`src/rtl/instr_fetch_queue.sv`:
```
// Fetch front-end: issues reads to a fixed-latency instruction ROM, tags them with their PC,
// and queues returned words in a small FIFO presented to decode via valid/ready.
module instr_fetch_queue #(
    parameter int                DATA_W   = 32,
    parameter int                ADDR_W   = 32,
    parameter int                DEPTH    = 4,
    parameter int                LAT      = 1,
    parameter logic [ADDR_W-1:0] RESET_PC = '0
) (
    input  logic                         clk,
    input  logic                         rst,
    output logic                         imem_en,
    output logic [ADDR_W-1:0]            imem_addr,
    input  logic [DATA_W-1:0]            imem_rdata,
    input  logic                         redirect,
    input  logic [ADDR_W-1:0]            redirect_pc,
    output logic                         out_valid,
    input  logic                         out_ready,
    output logic [DATA_W-1:0]            out_instr,
    output logic [ADDR_W-1:0]            out_pc,
    output logic [ADDR_W-1:0]            out_pc4,
    output logic [$clog2(DEPTH+1)-1:0]   level
);

    localparam int LW = $clog2(DEPTH + 1);
    localparam int PW = (DEPTH > 1) ? $clog2(DEPTH) : 1;
    localparam int OW = LW + 1;

    logic [ADDR_W-1:0] fetch_pc_q, fetch_pc_d;
    logic [LAT-1:0]    tvld_q, tvld_d;
    logic [ADDR_W-1:0] tpc_q [LAT];
    logic [ADDR_W-1:0] tpc_d [LAT];
    logic [PW-1:0]     wr_q, wr_d, rd_q, rd_d;
    logic [LW-1:0]     cnt_q, cnt_d;
    logic [DATA_W-1:0] mem_instr [DEPTH];
    logic [ADDR_W-1:0] mem_pc [DEPTH];
    logic [OW-1:0]     inflight;
    logic              issue, push, pop;
    logic              unused_pc_lsb;

    assign unused_pc_lsb = ^redirect_pc[1:0];

    function automatic logic [PW-1:0] ptr_inc(input logic [PW-1:0] p);
        return (p == PW'(DEPTH - 1)) ? '0 : p + 1'b1;
    endfunction

    always_comb begin
        inflight = '0;
        for (int i = 0; i < LAT; i++) inflight = inflight + OW'(tvld_q[i]);
    end

    // Credit counts both stored and in-flight words so a return can never find the FIFO full.
    assign issue     = !rst && !redirect && ((OW'(cnt_q) + inflight) < OW'(DEPTH));
    assign push      = tvld_q[LAT-1] && !redirect;
    assign out_valid = (cnt_q != '0);
    assign pop       = out_valid && out_ready;

    always_comb begin
        fetch_pc_d = fetch_pc_q;
        tvld_d[0]  = issue;
        tpc_d[0]   = fetch_pc_q;
        for (int i = 1; i < LAT; i++) begin
            tvld_d[i] = tvld_q[i-1];
            tpc_d[i]  = tpc_q[i-1];
        end
        wr_d  = push ? ptr_inc(wr_q) : wr_q;
        rd_d  = pop  ? ptr_inc(rd_q) : rd_q;
        cnt_d = cnt_q;
        case ({push, pop})
            2'b10:   cnt_d = cnt_q + 1'b1;
            2'b01:   cnt_d = cnt_q - 1'b1;
            default: cnt_d = cnt_q;
        endcase
        if (issue) fetch_pc_d = fetch_pc_q + ADDR_W'(4);
        if (redirect) begin
            fetch_pc_d = {redirect_pc[ADDR_W-1:2], 2'b00};
            tvld_d     = '0;
            wr_d       = '0;
            rd_d       = '0;
            cnt_d      = '0;
        end
    end

    always_ff @(posedge clk) begin
        if (rst) begin
            fetch_pc_q <= RESET_PC;
            tvld_q     <= '0;
            wr_q       <= '0;
            rd_q       <= '0;
            cnt_q      <= '0;
        end else begin
            fetch_pc_q <= fetch_pc_d;
            tvld_q     <= tvld_d;
            wr_q       <= wr_d;
            rd_q       <= rd_d;
            cnt_q      <= cnt_d;
        end
    end

    // Tag PCs and FIFO payload need no reset: they are only observed behind a valid bit.
    always_ff @(posedge clk) begin
        tpc_q <= tpc_d;
        if (push) begin
            mem_instr[wr_q] <= imem_rdata;
            mem_pc[wr_q]    <= tpc_q[LAT-1];
        end
    end

    always_ff @(posedge clk) begin
        if (!rst && push && !pop) assert (cnt_q != LW'(DEPTH));
    end

    assign imem_en   = issue;
    assign imem_addr = fetch_pc_q;
    assign out_instr = out_valid ? mem_instr[rd_q] : '0;
    assign out_pc    = out_valid ? mem_pc[rd_q] : '0;
    assign out_pc4   = out_pc + ADDR_W'(4);
    assign level     = cnt_q;

endmodule
```
`config.mk`:
```
export PLATFORM = sky130hd
export DESIGN_NAME = instr_fetch_queue
export DESIGN_NICKNAME = d
export VERILOG_FILES = /design/src/rtl/instr_fetch_queue.sv
export SDC_FILE = /design/constraint.sdc
export NUM_CORES = 1
export LEC_CHECK = 0
export CAP_MARGIN = 40
export CELL_PAD_IN_SITES_DETAIL_PLACEMENT = 0
export CELL_PAD_IN_SITES_GLOBAL_PLACEMENT = 1
export CORE_ASPECT_RATIO = 1.1
export CORE_UTILIZATION = 30
export DETAILED_ROUTE_END_ITERATION = 10
export PLACE_DENSITY = 0.57
export SLEW_MARGIN = 20
export SYNTH_ARGS = -nofsm -noshare
export SYNTH_HDL_FRONTEND = slang
export SYNTH_SLANG_ARGS = --single-unit
export TNS_END_PERCENT = 10
```
`constraint.sdc`:
```
create_clock -name clk -period 2.9 [get_ports clk]
set_input_delay 0.435 -clock clk [delete_from_list [all_inputs] [get_ports clk]]
set_output_delay 0.435 -clock clk [all_outputs]
set_load 0.05 [all_outputs]
```
==> flow_summary_export.csv <==
group,metric,value,unit
setup_path,crit_path_end,"out_pc4[23]",
layout,antennaDiodeCount,0,
drt,routed_via_density,4.78,
floorplanning,fp.dieW,202,um
yosys,synth_edf_count,248,
min_path,hold_class,"reg -> reg",
setup_path,critPathCaptureType,"output pin",
setup_path,cp_num_cells,8,
drt,routed_wl,34500,um
placement,dp_hpwl,24100,um
yosys,yosys.area_share.xor_xnor,0.0180,
setup_path,crit_fanout,5,
global_route,grt-ovfl-total,0,
layout,layout-drive-gt1-share,0.341,
yosys,netlist_instances,875,
layout,nNetsFinal,1254,
timing,tightest_slew,0.716,ns
setup_path,required,2.47,ns
setup_path,regToRegSetupSlack,0.48,ns
setup_path,reg2reg_from,"imem_addr[7]",
timing,fin_skew,0.0172,ns
setup_path,cp_num_buf_inv,2,
floorplanning,start_util,0.303,
placement,port_buffers,192,
setup_path,path_delay_family,"simple AND/OR/NAND/NOR gates",
yosys,yosysMostFrequentCell,"edfxtp_1",
timing,setup_viol_count_final,30,
yosys,ys_types,56,
yosys,synth_top_family_by_area,"multiplexers",
yosys,ys_seq_area_frac,0.673,
yosys,synthSimpleGateAreaFrac,0.109,
clock_network,cts_buffers,36,
outcome,status,"complete, but fails checks",
setup_path,crit_chain,"buf_6 > mux4_2 > nand2_8 > or4_4 > or3_4 > or3_4 > mux2_4 > buf_8",
timing,worst_slack,-0.692,ns
timing,max_freq,0.278,GHz
clock_network,cts_buffer_depth,3,
yosys,synth_ff_type,"edfxtp_1",
layout,synthToLayoutAreaGrowth,41.0,%
drt,ant_nets,0,
yosys,avgSynthCellArea,15.0,um^2
floorplanning,coreArea,43300,um^2
global_route,grt_util_all_layers,0.158,
global_route,grt_pass1_wl,54200,um
timing,min_period,3.59,ns
setup_path,path_common_cell,"or3_4",
floorplanning,fp.dieH,222,um
drt,vias,8503,
yosys,synth_common_cells,"edfxtp_1 (248), dfxtp_1 (70), mux4_2 (66)",
setup_path,reg2reg_depth,6,
timing,hold_viol_final,0,
layout,seqCellArea,8870,um^2
yosys,synth-adder-area-share,0.00914,
drt,drcViolationCount,0,
setup_path,path_class,"reg -> out",
power_and_ir_drop,p_leak,6.54,nW
floorplanning,num_rows,80,
global_route,grt_pass1_vias,9073,
yosys,synth_top_cells_by_area,"edfxtp_1 (57%), mux4_2 (11%), dfxtp_1 (11%)",
setup_path,critPathSlowestCell,"or4_4",
timing,rsz0062_at_grt,"true",
layout,multi_input_area,4550,um^2
yosys,yosys_warnings,0,
setup_path,cp.arrival,3.16,ns
clock_network,cts_sinks,318,
setup_path,r2r-end,"imem_addr[31]",
layout,fill_cells,3929,
setup_path,max_stage_delay,0.56,ns
clock_network,cts.clk_slew.worst_paths,0.06,ns
yosys,synthArstFlopShare,0,
outcome,violations,"setup timing",
run,maxCapViolations,0,
setup_path,cp-start-kind,"flip-flop",
global_route,grt_max_degree,37,
yosys,synth.top_cell.area_share,0.566,
timing,slew_headroom,0.521,
clock_network,clk_latency,0.53,ns
clock_network,postCtsHoldBufs,0,
power_and_ir_drop,vdd_ir_drop_max,0.313,mV
clock_network,root_buffer,"clkbuf_16",
clock_network,cts_tree,"done",
drt,first_pass_iters,4,
layout,stdcell_count,1778,
power_and_ir_drop,power_density,551,nW/um^2
placement,place.gp.congestion,0.794,
placement,dp_cells,1704,
timing,fin_crit_sh,1.24,
clock_network,h-tree-depth,2,
yosys,ys_ff_latch,318,
yosys,synthMuxAreaShare,0.117,
power_and_ir_drop,finalPower,10.2,mW
timing,drv_slew,0,
floorplanning,die-area,44700,um^2
drt,drtIter0Drc,395,
yosys,yosysTopAreaCell,"edfxtp_1",
floorplanning,num_io_pins,201,
drt,wire_per_inst,19.4,um
global_route,grt_antenna_before_repair,1,
yosys,syn_area,13100,um^2
yosys,synth_compound_area_frac,0.0486,
[flip-flops by register name, indices dropped and copies added (netlist names), named ones only]
name / cells
level: 3
imem_addr: 30
rd_q: 2
mem_pc: 120
mem_instr: 128
wr_q: 2
tvld_q: 1
tpc_q: 30
[where the power goes]
group | switching, mW | internal, mW | leakage (nW)
logic | 0.425 | 0.305 | 3.10
clock network | 1.79 | 2.62 | 0.553
registers | 0.0791 | 4.99 | 2.88
total | 2.30 | 7.92 | 6.54
[metrics by stage]
step / setup TNS (ns) / setup WS, ns / hold slack (ns) / cell area, um^2 / util
3_5_place_dp: -4.28 / -0.392 / 0.404 / 17000 / 0.393
4_1_cts: -15.28 / -0.791 / 0.415 / 18500 / 0.426
3_3_place_gp: -4.30 / -0.384 / 0.405 / 17000 / 0.393
2_1_floorplan: -9.84 / -0.381 / 0.438 / 13600 / -
5_1_grt: -17.80 / -0.789 / 0.435 / 18500 / 0.428
6_report: -12.63 / -0.692 / 0.423 / 18500 / 0.428
[worst reg2reg max path, cell delays in order, from the launching register on]
cell      delay, ns
dfxtp_1        0.49
nand3_1        0.26
nor2_1         0.37
and3_1         0.39
nand4_1        0.26
o311ai_0       0.35
o311ai_1       0.16
[worst min-delay path by stage]
stage,cells past startpoint,from,to
finish,0,imem_addr[26],tpc_q[26]
global route,0,imem_addr[23],tpc_q[23]
CTS,0,imem_addr[26],tpc_q[26]
detailed placement,0,imem_addr[26],tpc_q[26]
global placement,0,imem_addr[26],tpc_q[26]
floorplan,0,tpc_q[10],mem_pc[0][10]
[placed cells by master, fill, tap and decap left out, types with 6 or more instances in the layout]
cell and instances:
nor3_1 10, and2_1 44, buf_12 42, or3_1 9
nor4_1 6, a32oi_1 7, o21ai_0 19, clkbuf_1 11
clkbuf_16 37, xnor2_4 9, a21oi_1 40, dfxtp_1 65
o21ai_1 12, nand3_1 18, inv_1 15, xor2_4 7
nand3b_1 6, edfxtp_1 248, clkdlybuf4s50_1 98, buf_4 156
a31oi_1 7, and2_2 13, ha_1 7, and3_1 10
mux4_2 66, clkinv_2 6, nand4_1 14, buf_6 10
nand2_1 53, nor2_1 44, conb_1 6
[layout make-up]
class / instances / share of cell area
well taps: 574 / 0.0387
flip-flops and latches: 318 / 0.478
inverters: 20 / 0.00425
clock buffers: 48 / 0.0522
multi-input cells: 491 / 0.246
clock inverters: 17 / 0.00932
repair buffers: 310 / 0.171
[cells by family after synthesis]
group | Yosys count
buffers and inverters | 71
DFF | 318
xor gates and xnor gates | 27
other | 1
and+or+nand+nor | 271
adders and majority gates | 9
AOI/OAI and AO/OA | 107
muxes | 71
[routing by layer]
layer | wire length [um] | up-vias | part of all wire | GRT usage
met2 | 16400 | 230 | 0.47 | 0.258
li1 | - | 3969 | - | -
met5 | 13 | - | 0.00038 | 0
met3 | 1670 | 58 | 0.048 | 0.0317
met1 | 15600 | 4244 | 0.45 | 0.211
met4 | 851 | 2 | 0.025 | 0.0469
[what timing repair did]
| item | 4_1_cts | 5_1_grt |
|---|---|---|
| setup endpoints to repair | 75 | 67 |
| buffers inserted | 8 | 2 |
| resized for setup | 52 | 17 |
| pin swaps | 19 | 5 |
Power figures use the tool's default switching activity.
